===== src/rtl/cpu_sequencer.sv =====
// rtl/cpu_sequencer.sv - multi-cycle instruction sequencer: fetch/decode/exec/wb/pc-update phase control
//
// One instruction walks FETCH -> DECODE -> EXEC -> (WB) -> PCU and then
// returns to FETCH. Opcode 8'hFF parks the sequencer in HALT until reset.
// Phase outputs (en, z, reg_we, halted) and instr_count come straight from
// flops: their next values are decoded from the next state, so each output
// changes on the same edge as the state it belongs to. ir_load is the one
// exception: it must fire in the very FETCH cycle where memory reports data,
// so it is the registered FETCH state qualified by mem_ready.

module cpu_sequencer (
  input  logic        clk,
  input  logic        rst,
  input  logic        start,
  input  logic        mem_ready,
  input  logic [7:0]  opcode,
  input  logic        alu_z,
  output logic [3:0]  en,
  output logic        z,
  output logic        ir_load,
  output logic        reg_we,
  output logic        halted,
  output logic [15:0] instr_count
);

  // State encoding
  localparam logic [2:0] S_IDLE   = 3'd0;
  localparam logic [2:0] S_FETCH  = 3'd1;
  localparam logic [2:0] S_DECODE = 3'd2;
  localparam logic [2:0] S_EXEC   = 3'd3;
  localparam logic [2:0] S_WB     = 3'd4;
  localparam logic [2:0] S_PCU    = 3'd5;
  localparam logic [2:0] S_HALT   = 3'd6;

  // Opcodes with special sequencing
  localparam logic [7:0] OP_NOP  = 8'h00;
  localparam logic [7:0] OP_BEQ  = 8'h10;
  localparam logic [7:0] OP_JMP  = 8'h11;
  localparam logic [7:0] OP_HALT = 8'hFF;

  // Phase enables to the datapath
  localparam logic [3:0] EN_NONE   = 4'b0000;
  localparam logic [3:0] EN_FETCH  = 4'b0001;
  localparam logic [3:0] EN_DECODE = 4'b0010;
  localparam logic [3:0] EN_EXEC   = 4'b0100;
  localparam logic [3:0] EN_PCU    = 4'b1000;

  logic [2:0]  r_state;
  logic [7:0]  r_op_q;
  logic        r_zf_q;
  logic [15:0] r_instr_count;
  logic [3:0]  r_en;
  logic        r_z;
  logic        r_reg_we;
  logic        r_halted;

  logic [2:0]  w_state_nxt;
  logic [7:0]  w_op_nxt;
  logic        w_zf_nxt;
  logic [15:0] w_count_nxt;
  logic [3:0]  w_en_nxt;
  logic        w_z_nxt;
  logic        w_reg_we_nxt;
  logic        w_halted_nxt;
  logic        w_skip_wb;
  logic        w_take;

  // NOP, BEQ and JMP write no register, so they go straight from EXEC to PCU
  assign w_skip_wb = (r_op_q == OP_NOP) || (r_op_q == OP_BEQ) || (r_op_q == OP_JMP);

  // Branch decision uses the values the op/flag registers will hold in PCU,
  // which covers both the EXEC->PCU and the WB->PCU entry paths
  assign w_take = (w_op_nxt == OP_JMP) || ((w_op_nxt == OP_BEQ) && w_zf_nxt);

  // Next-state and operand-capture logic
  always_comb begin
    w_state_nxt = r_state;
    w_op_nxt    = r_op_q;
    w_zf_nxt    = r_zf_q;
    case (r_state)
      S_IDLE: begin
        if (start) begin
          w_state_nxt = S_FETCH;
        end
      end
      S_FETCH: begin
        if (mem_ready) begin
          w_state_nxt = S_DECODE;
        end
      end
      S_DECODE: begin
        w_op_nxt    = opcode;
        w_state_nxt = (opcode == OP_HALT) ? S_HALT : S_EXEC;
      end
      S_EXEC: begin
        w_zf_nxt    = alu_z;
        w_state_nxt = w_skip_wb ? S_PCU : S_WB;
      end
      S_WB: begin
        w_state_nxt = S_PCU;
      end
      S_PCU: begin
        w_state_nxt = S_FETCH;
      end
      S_HALT: begin
        w_state_nxt = S_HALT;
      end
      default: begin
        w_state_nxt = S_IDLE;
      end
    endcase
  end

  // Output values for the state about to be entered
  always_comb begin
    w_en_nxt     = EN_NONE;
    w_z_nxt      = 1'b0;
    w_reg_we_nxt = 1'b0;
    w_halted_nxt = 1'b0;
    case (w_state_nxt)
      S_FETCH:  w_en_nxt = EN_FETCH;
      S_DECODE: w_en_nxt = EN_DECODE;
      S_EXEC:   w_en_nxt = EN_EXEC;
      S_WB:     w_reg_we_nxt = 1'b1;
      S_PCU: begin
        w_en_nxt = EN_PCU;
        w_z_nxt  = w_take;
      end
      S_HALT:   w_halted_nxt = 1'b1;
      default: begin
        w_en_nxt = EN_NONE;
      end
    endcase
  end

  // Retire counter advances once per PCU cycle and wraps naturally at 16 bits
  assign w_count_nxt = (r_state == S_PCU) ? (r_instr_count + 16'd1) : r_instr_count;

  // State, operand and output registers; reset wins over every transition
  always_ff @(posedge clk) begin
    if (rst) begin
      r_state       <= S_IDLE;
      r_op_q        <= 8'h00;
      r_zf_q        <= 1'b0;
      r_instr_count <= 16'h0000;
      r_en          <= EN_NONE;
      r_z           <= 1'b0;
      r_reg_we      <= 1'b0;
      r_halted      <= 1'b0;
    end else begin
      r_state       <= w_state_nxt;
      r_op_q        <= w_op_nxt;
      r_zf_q        <= w_zf_nxt;
      r_instr_count <= w_count_nxt;
      r_en          <= w_en_nxt;
      r_z           <= w_z_nxt;
      r_reg_we      <= w_reg_we_nxt;
      r_halted      <= w_halted_nxt;
    end
  end

  assign en          = r_en;
  assign z           = r_z;
  assign reg_we      = r_reg_we;
  assign halted      = r_halted;
  assign instr_count = r_instr_count;
  assign ir_load     = (r_state == S_FETCH) && mem_ready;

endmodule


===== config.mk =====
export PLATFORM = sky130hd
export DESIGN_NAME = cpu_sequencer
export DESIGN_NICKNAME = d
export VERILOG_FILES = /design/src/rtl/cpu_sequencer.sv
export SDC_FILE = /design/constraint.sdc
export NUM_CORES = 1
export LEC_CHECK = 0
export BUFFER_PORTS_ARGS = -buffer_cell sky130_fd_sc_hd__buf_2
export CAP_MARGIN = 25
export CORE_MARGIN = 1.5
export CORE_UTILIZATION = 40
export CTS_BUF_LIST = sky130_fd_sc_hd__clkbuf_16
export DETAILED_ROUTE_END_ITERATION = 7
export GPL_ROUTABILITY_DRIVEN = 0
export GPL_TIMING_DRIVEN = 0
export PLACE_DENSITY = 0.59
export SKIP_CTS_REPAIR_TIMING = 1
export SLEW_MARGIN = 20
export SYNTH_ARGS = -nofsm -noshare
export SYNTH_HDL_FRONTEND = slang
export SYNTH_SLANG_ARGS = --single-unit

===== constraint.sdc =====
create_clock -name clk -period 5.31 [get_ports clk]
set_clock_uncertainty 0.1 [all_clocks]
set_input_delay 0.2655 -clock clk [delete_from_list [all_inputs] [get_ports clk]]
set_output_delay 0.2655 -clock clk [all_outputs]
set_load 0.05 [all_outputs]

==> results of run 1 <==
-- how the worst max path moves through the flow --
stage	from	end	slack, ns
finish	r_op_q[5]	en[1]	3.53
global route	r_state[1]	z	3.42
CTS	r_op_q[5]	en[1]	3.52
detailed placement	r_op_q[5]	reg_we	3.53
global placement	r_op_q[5]	en[1]	3.53
floorplan	instr_count[6]	instr_count[13]	3.33
-- registers in the layout (all words and copies together), names as in the netlist --
register and count:
instr_count 16, r_op_q 8, en 4, r_state 3, halted 1, r_zf_q 1
reg_we 1, z 1
-- power breakdown --
group          leakage, nW  switching [W]  internal, W
clock network       0.0701      0.0000989     0.000168
logic                0.499      0.0000377    0.0000243
registers            0.283     0.00000278     0.000270
total                0.852       0.000139     0.000462
-- through the flow --
stage          hold WS, ns  cell area (µm²)  instances  setup slack [ns]
2_1_floorplan        0.312             1550        161              3.33
3_3_place_gp         0.369             1790        245              3.53
3_5_place_dp         0.389             1790        245              3.53
4_1_cts              0.148             1920        253              3.52
5_1_grt              0.167             1920        253              3.42
6_report             0.146             1920        253              3.53
-- metal layers --
layer	up-vias	global-route usage [%]	share of wire [%]
li1	651	-	-
met1	620	21.3	46
met2	40	26.7	46
met3	7	3.60	5.8
met4	0	8.07	2.0
met5	-	0	0
-- layout make-up --
cell class,instances,share of cell area (%)
Buffer,7,2.73
Multi-Input combinational cell,116,40.6
Clock buffer,5,6.51
Sequential cell,35,36.5
Timing Repair Buffer,36,9.38
Clock inverter,3,0.586
Inverter,3,0.586
Tap cell,48,3.13
-- cell usage in the layout, fill, tap and decap left out, drive strengths merged, types with 2 or more instances in the layout --
master,netlist,final
a21oi,5,5
and3,2,2
buf,4,40
clkbuf,3,8
clkinv,0,2
dfxtp,35,35
inv,3,4
mux2,2,2
mux2i,10,10
nand2,5,5
nand2b,2,2
nand3,5,5
nand3b,2,2
nand4,6,6
nor2,27,27
nor2b,4,4
nor3,5,5
nor3b,2,2
nor4,5,5
o21ai,7,7
or3,4,4
xnor2,8,8
xor2,2,2
-- cell families (layout without fill, tap and decap cells) --
kind of cell    count (synthesis)  count (layout)  synth area share, %
simple gates                   76              76                 29.6
flops                          35              35                 45.3
buf+inv                        10              54                 4.13
compound gates                 17              17                 6.56
fa+ha+maj                       1               1                0.810
xor+xnor                       10              10                 5.67
mux                            12              12                 7.94
-- critical path, stage by stage (launching register included) --
cell and delay (ns):
dfxtp_1 0.31, or3_1 0.39, or4b_1 0.50, o211a_2 0.20, and3_1 0.17
==> results.py, run 1 <==
metrics = {
    "clocking": {
        "cts_tree": "done",
        "cts_root_buf": "clkbuf_16",
        "cts_buffers": 5,
        "clock_tree.buffer_depth": 2,
        "clk_pin_slew_worst_paths_ns": 0.05,
        "htreeDepth": 2,
        "clock_latency_ns": 0.27,
        "clock-sinks": 35,
    },
    "hold_path": {
        "hp-start": "alu_z",
        "holdPathEnd": "r_zf_q",
        "holdCritPathClass": "primary input to flip-flop",
        "worstHoldPathCells": 3,
    },
    "place": {
        "dp_hpwl_um": 2320,
        "io_buffers": 36,
    },
    "pwr": {
        "power_w": 0.000602,
        "ir_worst_vdd_mv": 0.172,
        "leakage_nw": 0.852,
        "p_per_area_nw_per_um2": 313,
    },
    "setup_path": {
        "criticalPathCategory": "flip-flop to flip-flop",
        "setup.worst_path.end_class": "flip-flop",
        "rrSetupSlack_ns": 3.53,
        "cp.required_ns": 5.38,
        "cp.arrival_ns": 1.85,
        "r2r_cells": 4,
        "r2r_start": "r_op_q[5]",
        "reg2reg_to": "en[1]",
        "critPathLaunchType": "flip-flop",
        "crit_fanout": 6,
    },
    "final_layout": {
        "fin_nets": 218,
        "area.growth.synth_to_final_pct": 24.4,
        "drive_gt1_share_pct": 27.8,
        "utilization_pct": 52.1,
        "nFillCells": 359,
        "diodes": 0,
        "multi_input_area_um2": 781,
        "regArea_um2": 701,
    },
    "sta": {
        "max-slew-margin-rel_pct": 67.4,
        "clock.fmax_mhz": 562,
        "rsz0062_at_grt": "false",
        "finalCritPeriodShare_pct": 33.5,
        "worst_slew_pin_slew_ns": 0.489,
        "fin_crit_ns": 1.78,
        "report.final.setup_viol": 0,
        "setup_tns_ns": 0,
        "hold_viol_final": 0,
        "drv_slew": 0,
    },
    "detailed_routing": {
        "firstDrtPassIters": 4,
        "wire_per_inst_um": 12.3,
        "routed_wl_um": 3120,
        "antenna_left": 0,
        "drt-initial-drc-count": 40,
        "drc": 0,
        "num_vias": 1318,
        "viasPerCell": 5.21,
    },
    "die": {
        "rows": 22,
        "start_util_pct": 41.9,
        "die_w_um": 65.2,
        "die_h_um": 65.2,
        "coreArea_um2": 3690,
        "pin_count": 37,
        "dieArea_um2": 4250,
    },
    "logic_synthesis": {
        "synth_common_cells": "dfxtp_1 (35), nor2_1 (27), mux2i_1 (10)",
        "yosys_warnings": 0,
        "async_flop_share_pct": 0,
        "synthFlopType": "dfxtp_1",
        "synth_top_area_share_pct": 45.3,
        "synthCells": 161,
        "synthesis.nets": 175,
        "avgSynthCellArea_um2": 9.60,
        "synth_area_um2": 1550,
        "synthTopCellsByArea": "dfxtp_1 (45%), nor2_1 (6.6%), mux2i_1 (6.5%)",
        "synth_cell_types": 39,
        "synth_seq_cells": 35,
        "synth_edf_count": 0,
        "synth_most_common_cell": "dfxtp_1",
        "ys_seq_area_share_pct": 45.3,
        "yosys.area.top_type": "dfxtp_1",
    },
    "run": {
        "cap_violations": 0,
    },
    "global_routing": {
        "antenna_found_initial": 0,
        "grt_max_degree": 11,
        "first_global_vias": 1253,
        "grt-ovfl-total": 0,
        "grt_usage_pct": 16.6,
        "grt_pass1_wl_um": 5490,
    },
    "status": {
        "run_status": "finished, final reports clean",
    },
}
Power figures use the tool's default switching activity.
==> run 2, diff against run 1 <==
--- a/config.mk
+++ b/config.mk
@@ -13,7 +13,7 @@
 export DETAILED_ROUTE_END_ITERATION = 7
 export GPL_ROUTABILITY_DRIVEN = 0
 export GPL_TIMING_DRIVEN = 0
-export PLACE_DENSITY = 0.59
+export PLACE_DENSITY = 0.62
 export SKIP_CTS_REPAIR_TIMING = 1
 export SLEW_MARGIN = 20
 export SYNTH_ARGS = -nofsm -noshare
==> constraint.sdc (replaced) <==
create_clock -name clk -period 1.53 [get_ports clk]
set_clock_uncertainty 0.1 [all_clocks]
set_input_delay 0.0765 -clock clk [delete_from_list [all_inputs] [get_ports clk]]
set_output_delay 0.0765 -clock clk [all_outputs]
set_load 0.05 [all_outputs]
==> run 2 against run 1 <==
Net effect: the run now ends with hold timing, setup timing left; critical endpoint is now reg_we; highest routed layer unchanged; final area increased by 9.8%; register-to-register slack got worse by 3.7 ns; final cell count increased by 4.3%; via count increased by 1.2%; flip-flop and latch count unchanged; global-route usage increased by 0.18 points; maximum frequency increased by 2.6%; utilization increased by 5.1 points; worst setup slack got worse by 3.7 ns; clock power increased to 3.5 times the previous value.
==> results.py, run 2 (synthesis results as in run 1) <==
metrics = {
    "setup_path": {
        "crit_family": "simple AND/OR/NAND/NOR gates",
        "slowest_stage": "or4b_4",
        "crit_buf_inv": 0,
        "cp.arrival_ns": 1.81,
        "r2r_cells": 4,
        "criticalPathCategory": "flip-flop to flip-flop",
        "max_stage_delay_ns": 0.49,
        "cp.required_ns": 1.60,
        "critPathLaunchType": "flip-flop",
        "setup.worst_path.end_class": "flip-flop",
        "rrSetupSlack_ns": -0.21,
        "r2r_start": "r_op_q[5]",
        "crit_fanout": 6,
        "reg2reg_to": "reg_we",
        "worstPathCellList": "or3_4, or4b_4, o211a_4, and3b_1",
    },
    "clocking": {
        "clk_pin_slew_worst_paths_ns": 0.05,
        "clock_tree.buffer_depth": 2,
        "cts_tree": "done",
        "cts_buffers": 5,
        "htreeDepth": 2,
        "cts_root_buf": "clkbuf_16",
        "clock_latency_ns": 0.28,
        "clock-sinks": 35,
    },
    "global_routing": {
        "grt_max_degree": 11,
        "antenna_found_initial": 0,
        "first_global_vias": 1188,
        "grt_pass1_wl_um": 5360,
        "grt-ovfl-total": 0,
        "grt_usage_pct": 16.8,
    },
    "die": {
        "rows": 22,
        "pin_count": 37,
        "coreArea_um2": 3690,
        "start_util_pct": 41.9,
        "die_w_um": 65.2,
        "dieArea_um2": 4250,
        "die_h_um": 65.2,
    },
    "detailed_routing": {
        "drt-initial-drc-count": 47,
        "firstDrtPassIters": 4,
        "wire_per_inst_um": 12.8,
        "antenna_left": 0,
        "routed_wl_um": 3370,
        "drc": 0,
        "num_vias": 1334,
        "viasPerCell": 5.05,
    },
    "status": {
        "run_status": "finished, violations left",
        "failed_checks": "hold timing, setup timing",
    },
    "sta": {
        "hold_viol_final": 6,
        "rsz0062_at_grt": "true",
        "report.final.setup_viol": 13,
        "fin_crit_ns": 1.74,
        "worst_slew_pin_slew_ns": 0.496,
        "setup_ws_ns": -0.206,
        "max-slew-margin-rel_pct": 66.9,
        "drv_slew": 0,
        "finalCritPeriodShare_pct": 113,
        "clock.fmax_mhz": 576,
        "whs_ns": -0.0415,
    },
    "hold_path": {
        "holdCritPathClass": "primary input to flip-flop",
        "worstHoldPathCells": 3,
        "holdPathEnd": "r_zf_q",
        "hp-start": "alu_z",
    },
    "place": {
        "io_buffers": 36,
        "dp_hpwl_um": 2350,
        "placedCellCount": 245,
    },
    "final_layout": {
        "fin_cells": 264,
        "final_common_cell": "buf_2",
        "largest_reg_flops": 16,
        "drive_gt1_share_pct": 40.7,
        "layout_common_cells": "buf_2 (36), nor2_1 (27), dfxtp_1 (21)",
        "utilization_pct": 57.2,
        "fin_nets": 229,
        "nFillCells": 343,
        "diodes": 0,
        "area.growth.synth_to_final_pct": 36.5,
    },
    "pwr": {
        "power_w": 0.00210,
        "p_per_area_nw_per_um2": 996,
        "leakage_nw": 0.919,
        "ir_worst_vdd_mv": 0.712,
    },
    "run": {
        "cap_violations": 0,
    },
}
run 2: cell types whose count changed in the layout (fill, tap and decap cells not counted), moves of 2 or more:
cell / change
dfxtp_1: -14
dfxtp_4: +11
buf_4: +8
nor4_1: -4
nor4_2: +4
dfxtp_2: +3
dlygate4sd3_1: +3
clkinv_1: -2
run 2: how the worst max path moves through the flow:
stage	depth (start not counted)	start	slack, ns	end
after floorplan	4	r_op_q[5]	-0.14	en[1]
after global placement	4	r_op_q[5]	-0.22	reg_we
after detailed placement	4	r_op_q[5]	-0.25	reg_we
after CTS	4	r_op_q[5]	-0.25	reg_we
after global routing	4	r_op_q[5]	-0.25	reg_we
final	4	r_op_q[5]	-0.21	reg_we
run 2: area by class of cell:
cell class / instances / area, µm² / share of cell area, %
Clock buffer: 5 / 125 / 5.93
Inverter: 3 / 11.3 / 0.534
Clock inverter: 3 / 12.5 / 0.593
Tap cell: 48 / 60.1 / 2.85
Sequential cell: 35 / 746 / 35.3
Timing Repair Buffer: 47 / 270 / 12.8
Multi-Input combinational cell: 116 / 832 / 39.4
Buffer: 7 / 52.6 / 2.49
run 2: power by group:
| group | total [W] | internal, W | switching [W] |
|---|---|---|---|
| Clock | 0.000945 | 0.000587 | 0.000358 |
| Sequential | 0.000926 | 0.000916 | 0.00000932 |
| Combinational | 0.000231 | 0.0000979 | 0.000133 |
| Total | 0.00210 | 0.00160 | 0.000501 |
run 2: worst register-to-register path, delay by kind of cell, from the launching register on:
| family | cells | cell delay (ns) |
|---|---|---|
| and+or+nand+nor | 3 | 1.04 |
| DFF | 1 | 0.31 |
| AOI/OAI and AO/OA | 1 | 0.18 |
run 2: metal layers:
layer | up-vias | wire [µm] | GRT usage, %
li1 | 677 | - | -
met1 | 622 | 1610 | 22.2
met2 | 28 | 1560 | 24.7
met3 | 7 | 122 | 3.60
met4 | 0 | 81 | 10.9
met5 | - | 0 | 0
run 2: through the flow:
step | hold slack [ns] | TNS (ns) | setup slack [ns] | cell area [µm²]
2_1_floorplan | 0.123 | -0.609 | -0.142 | 1610
3_3_place_gp | 0.233 | -1.22 | -0.221 | 1850
3_5_place_dp | 0.247 | -1.40 | -0.248 | 1850
4_1_cts | -0.0424 | -1.55 | -0.250 | 1990
5_1_grt | 0.00187 | -2.40 | -0.247 | 2110
6_report | -0.0415 | -1.28 | -0.206 | 2110
==> run 3, diff against run 2 <==
--- a/config.mk
+++ b/config.mk
@@ -5,15 +5,17 @@
 export SDC_FILE = /design/constraint.sdc
 export NUM_CORES = 1
 export LEC_CHECK = 0
-export BUFFER_PORTS_ARGS = -buffer_cell sky130_fd_sc_hd__buf_2
+export ABC_CLOCK_PERIOD_IN_PS = 1530
 export CAP_MARGIN = 25
 export CORE_MARGIN = 1.5
 export CORE_UTILIZATION = 40
 export CTS_BUF_LIST = sky130_fd_sc_hd__clkbuf_16
+export CTS_CLUSTER_SIZE = 14
 export DETAILED_ROUTE_END_ITERATION = 7
+export DONT_BUFFER_PORTS = 1
 export GPL_ROUTABILITY_DRIVEN = 0
 export GPL_TIMING_DRIVEN = 0
-export PLACE_DENSITY = 0.62
+export PLACE_DENSITY = 0.53
 export SKIP_CTS_REPAIR_TIMING = 1
 export SLEW_MARGIN = 20
 export SYNTH_ARGS = -nofsm -noshare
==> run 3 against run 2 <==
Net effect: the run ends with setup timing left; die area unchanged; critical endpoint unchanged; global-route usage up 0.51 points; final cell count down 8.0%; maximum frequency about the same; hold slack better by 0.062 ns; total power up 0.95%; flip-flop and latch count unchanged; worst setup slack worse by 0.00062 ns; utilization up 1.9 points; combinational power about the same; highest routed layer unchanged.
==> results.py, run 3 (synthesis results as in run 1) <==
metrics = {
    "status": {
        "failed_checks": "setup timing",
        "run_status": "finished, violations left",
    },
    "detailed_routing": {
        "wire_per_inst_um": 15.1,
        "antenna_left": 0,
        "firstDrtPassIters": 4,
        "routed_wl_um": 3670,
        "viasPerCell": 5.31,
        "drt-initial-drc-count": 66,
        "drc": 0,
        "num_vias": 1291,
    },
    "setup_path": {
        "rrSetupSlack_ns": -0.21,
        "criticalPathCategory": "flip-flop to flip-flop",
        "crit_family": "simple AND/OR/NAND/NOR gates",
        "crit_fanout": 6,
        "r2r_start": "r_op_q[5]",
        "cp-startpoint": "r_op_q[5]",
        "crit_cells": 4,
        "worstPathCellList": "or3_4, or4b_4, o211a_4, and3b_1",
        "cp.arrival_ns": 1.80,
        "max_stage_delay_ns": 0.49,
        "setup.worst_path.end_class": "flip-flop",
        "r2r_cells": 4,
        "crit_buf_inv": 0,
        "crit_end": "reg_we",
        "critPathLaunchType": "flip-flop",
        "reg2reg_to": "reg_we",
        "slowest_stage": "or4b_4",
        "cp.required_ns": 1.59,
    },
    "clocking": {
        "cts_root_buf": "clkbuf_16",
        "cts_tree": "done",
        "clk_pin_slew_worst_paths_ns": 0.05,
        "htreeDepth": 2,
        "clock-sinks": 35,
        "cts_buffers": 5,
        "clock_latency_ns": 0.27,
        "clock_tree.buffer_depth": 2,
    },
    "sta": {
        "max-slew-margin-rel_pct": 62.4,
        "report.final.setup_viol": 11,
        "rsz0062_at_grt": "true",
        "worst_slew_pin_slew_ns": 0.563,
        "setup_tns_ns": -1.23,
        "fin_crit_ns": 1.74,
        "setup_ws_ns": -0.206,
        "finalCritPeriodShare_pct": 113,
        "clock.fmax_mhz": 576,
        "drv_slew": 0,
        "hold_viol_final": 0,
    },
    "global_routing": {
        "antenna_found_initial": 0,
        "grt_max_degree": 11,
        "grt_usage_pct": 17.3,
        "grt-ovfl-total": 0,
        "grt_pass1_wl_um": 5600,
        "first_global_vias": 1210,
    },
    "final_layout": {
        "final_cell_area_um2": 2180,
        "fin_nets": 208,
        "fin_cells": 243,
        "regArea_um2": 748,
        "diodes": 0,
        "final_common_cell": "nor2_1",
        "layout_common_cells": "nor2_1 (27), dfxtp_1 (19), buf_4 (12)",
        "largest_reg_flops": 16,
        "nFillCells": 342,
        "drive_gt1_share_pct": 34.9,
        "multi_input_area_um2": 935,
        "area.growth.synth_to_final_pct": 41.1,
    },
    "die": {
        "die_w_um": 65.2,
        "coreArea_um2": 3690,
        "dieArea_um2": 4250,
        "die_h_um": 65.2,
        "pin_count": 37,
        "rows": 22,
        "start_util_pct": 41.9,
    },
    "pwr": {
        "leakage_nw": 0.894,
        "ir_worst_vdd_mv": 0.557,
        "p_per_area_nw_per_um2": 974,
    },
    "run": {
        "cap_violations": 0,
    },
    "place": {
        "placedCellCount": 209,
        "io_buffers": 0,
        "dpl_cell_area_um2": 1670,
        "dp_hpwl_um": 2370,
    },
    "hold_path": {
        "holdCritPathClass": "primary input to flip-flop",
    },
}
[run 3: how the worst min path moves through the flow]
| stage | from | to | cells past startpoint |
|---|---|---|---|
| 3_5_place_dp | opcode[4] | r_op_q[4] | 2 |
| 4_1_cts | opcode[4] | r_op_q[4] | 2 |
| 6_report | mem_ready | en[0] | 3 |
| 2_1_floorplan | opcode[6] | r_op_q[6] | 2 |
| 3_3_place_gp | opcode[4] | r_op_q[4] | 2 |
| 5_1_grt | mem_ready | en[0] | 3 |
[run 3: report_power, final]
part,switching [W],internal (W),total (W),leakage [nW]
logic,0.000114,0.000120,0.000234,0.527
clock network,0.000346,0.000586,0.000932,0.0728
registers,0.0000391,0.000917,0.000956,0.294
total,0.000499,0.00162,0.00212,0.894
[run 3: area by class of cell]
class,instances,area share [%]
flip-flops and latches,35,34.3
repair buffers,25,10.7
inverters,3,0.517
multi-input cells,117,42.9
clock inverters,3,0.517
plain buffers,7,2.58
well taps,48,2.76
clock buffers,5,5.74
[run 3: worst register-to-register path, cell delays in order, from the launching register on]
cell,delay (ns)
dfxtp_2,0.31
or3_4,0.38
or4b_4,0.49
o211a_4,0.18
and3b_1,0.17
[run 3: routing by layer]
| metal | track usage, % | wire, µm | up-vias |
|---|---|---|---|
| li1 | - | - | 636 |
| met1 | 21.9 | 1650 | 620 |
| met2 | 26.8 | 1760 | 31 |
| met3 | 5.99 | 217 | 4 |
| met4 | 7.55 | 43 | 0 |
| met5 | 0 | 0 | - |
[run 3: metrics by stage]
stage / power [W] / utilization [%] / hold WS (ns) / setup slack, ns
2_1_floorplan: 0.00111 / - / 0.123 / -0.142
3_3_place_gp: 0.00114 / 45.3 / 0.127 / -0.246
3_5_place_dp: 0.00114 / 45.3 / 0.137 / -0.277
4_1_cts: 0.00207 / 49.0 / -0.143 / -0.289
5_1_grt: 0.00221 / 59.1 / 0.0722 / -0.249
6_report: 0.00212 / 59.1 / 0.0208 / -0.206
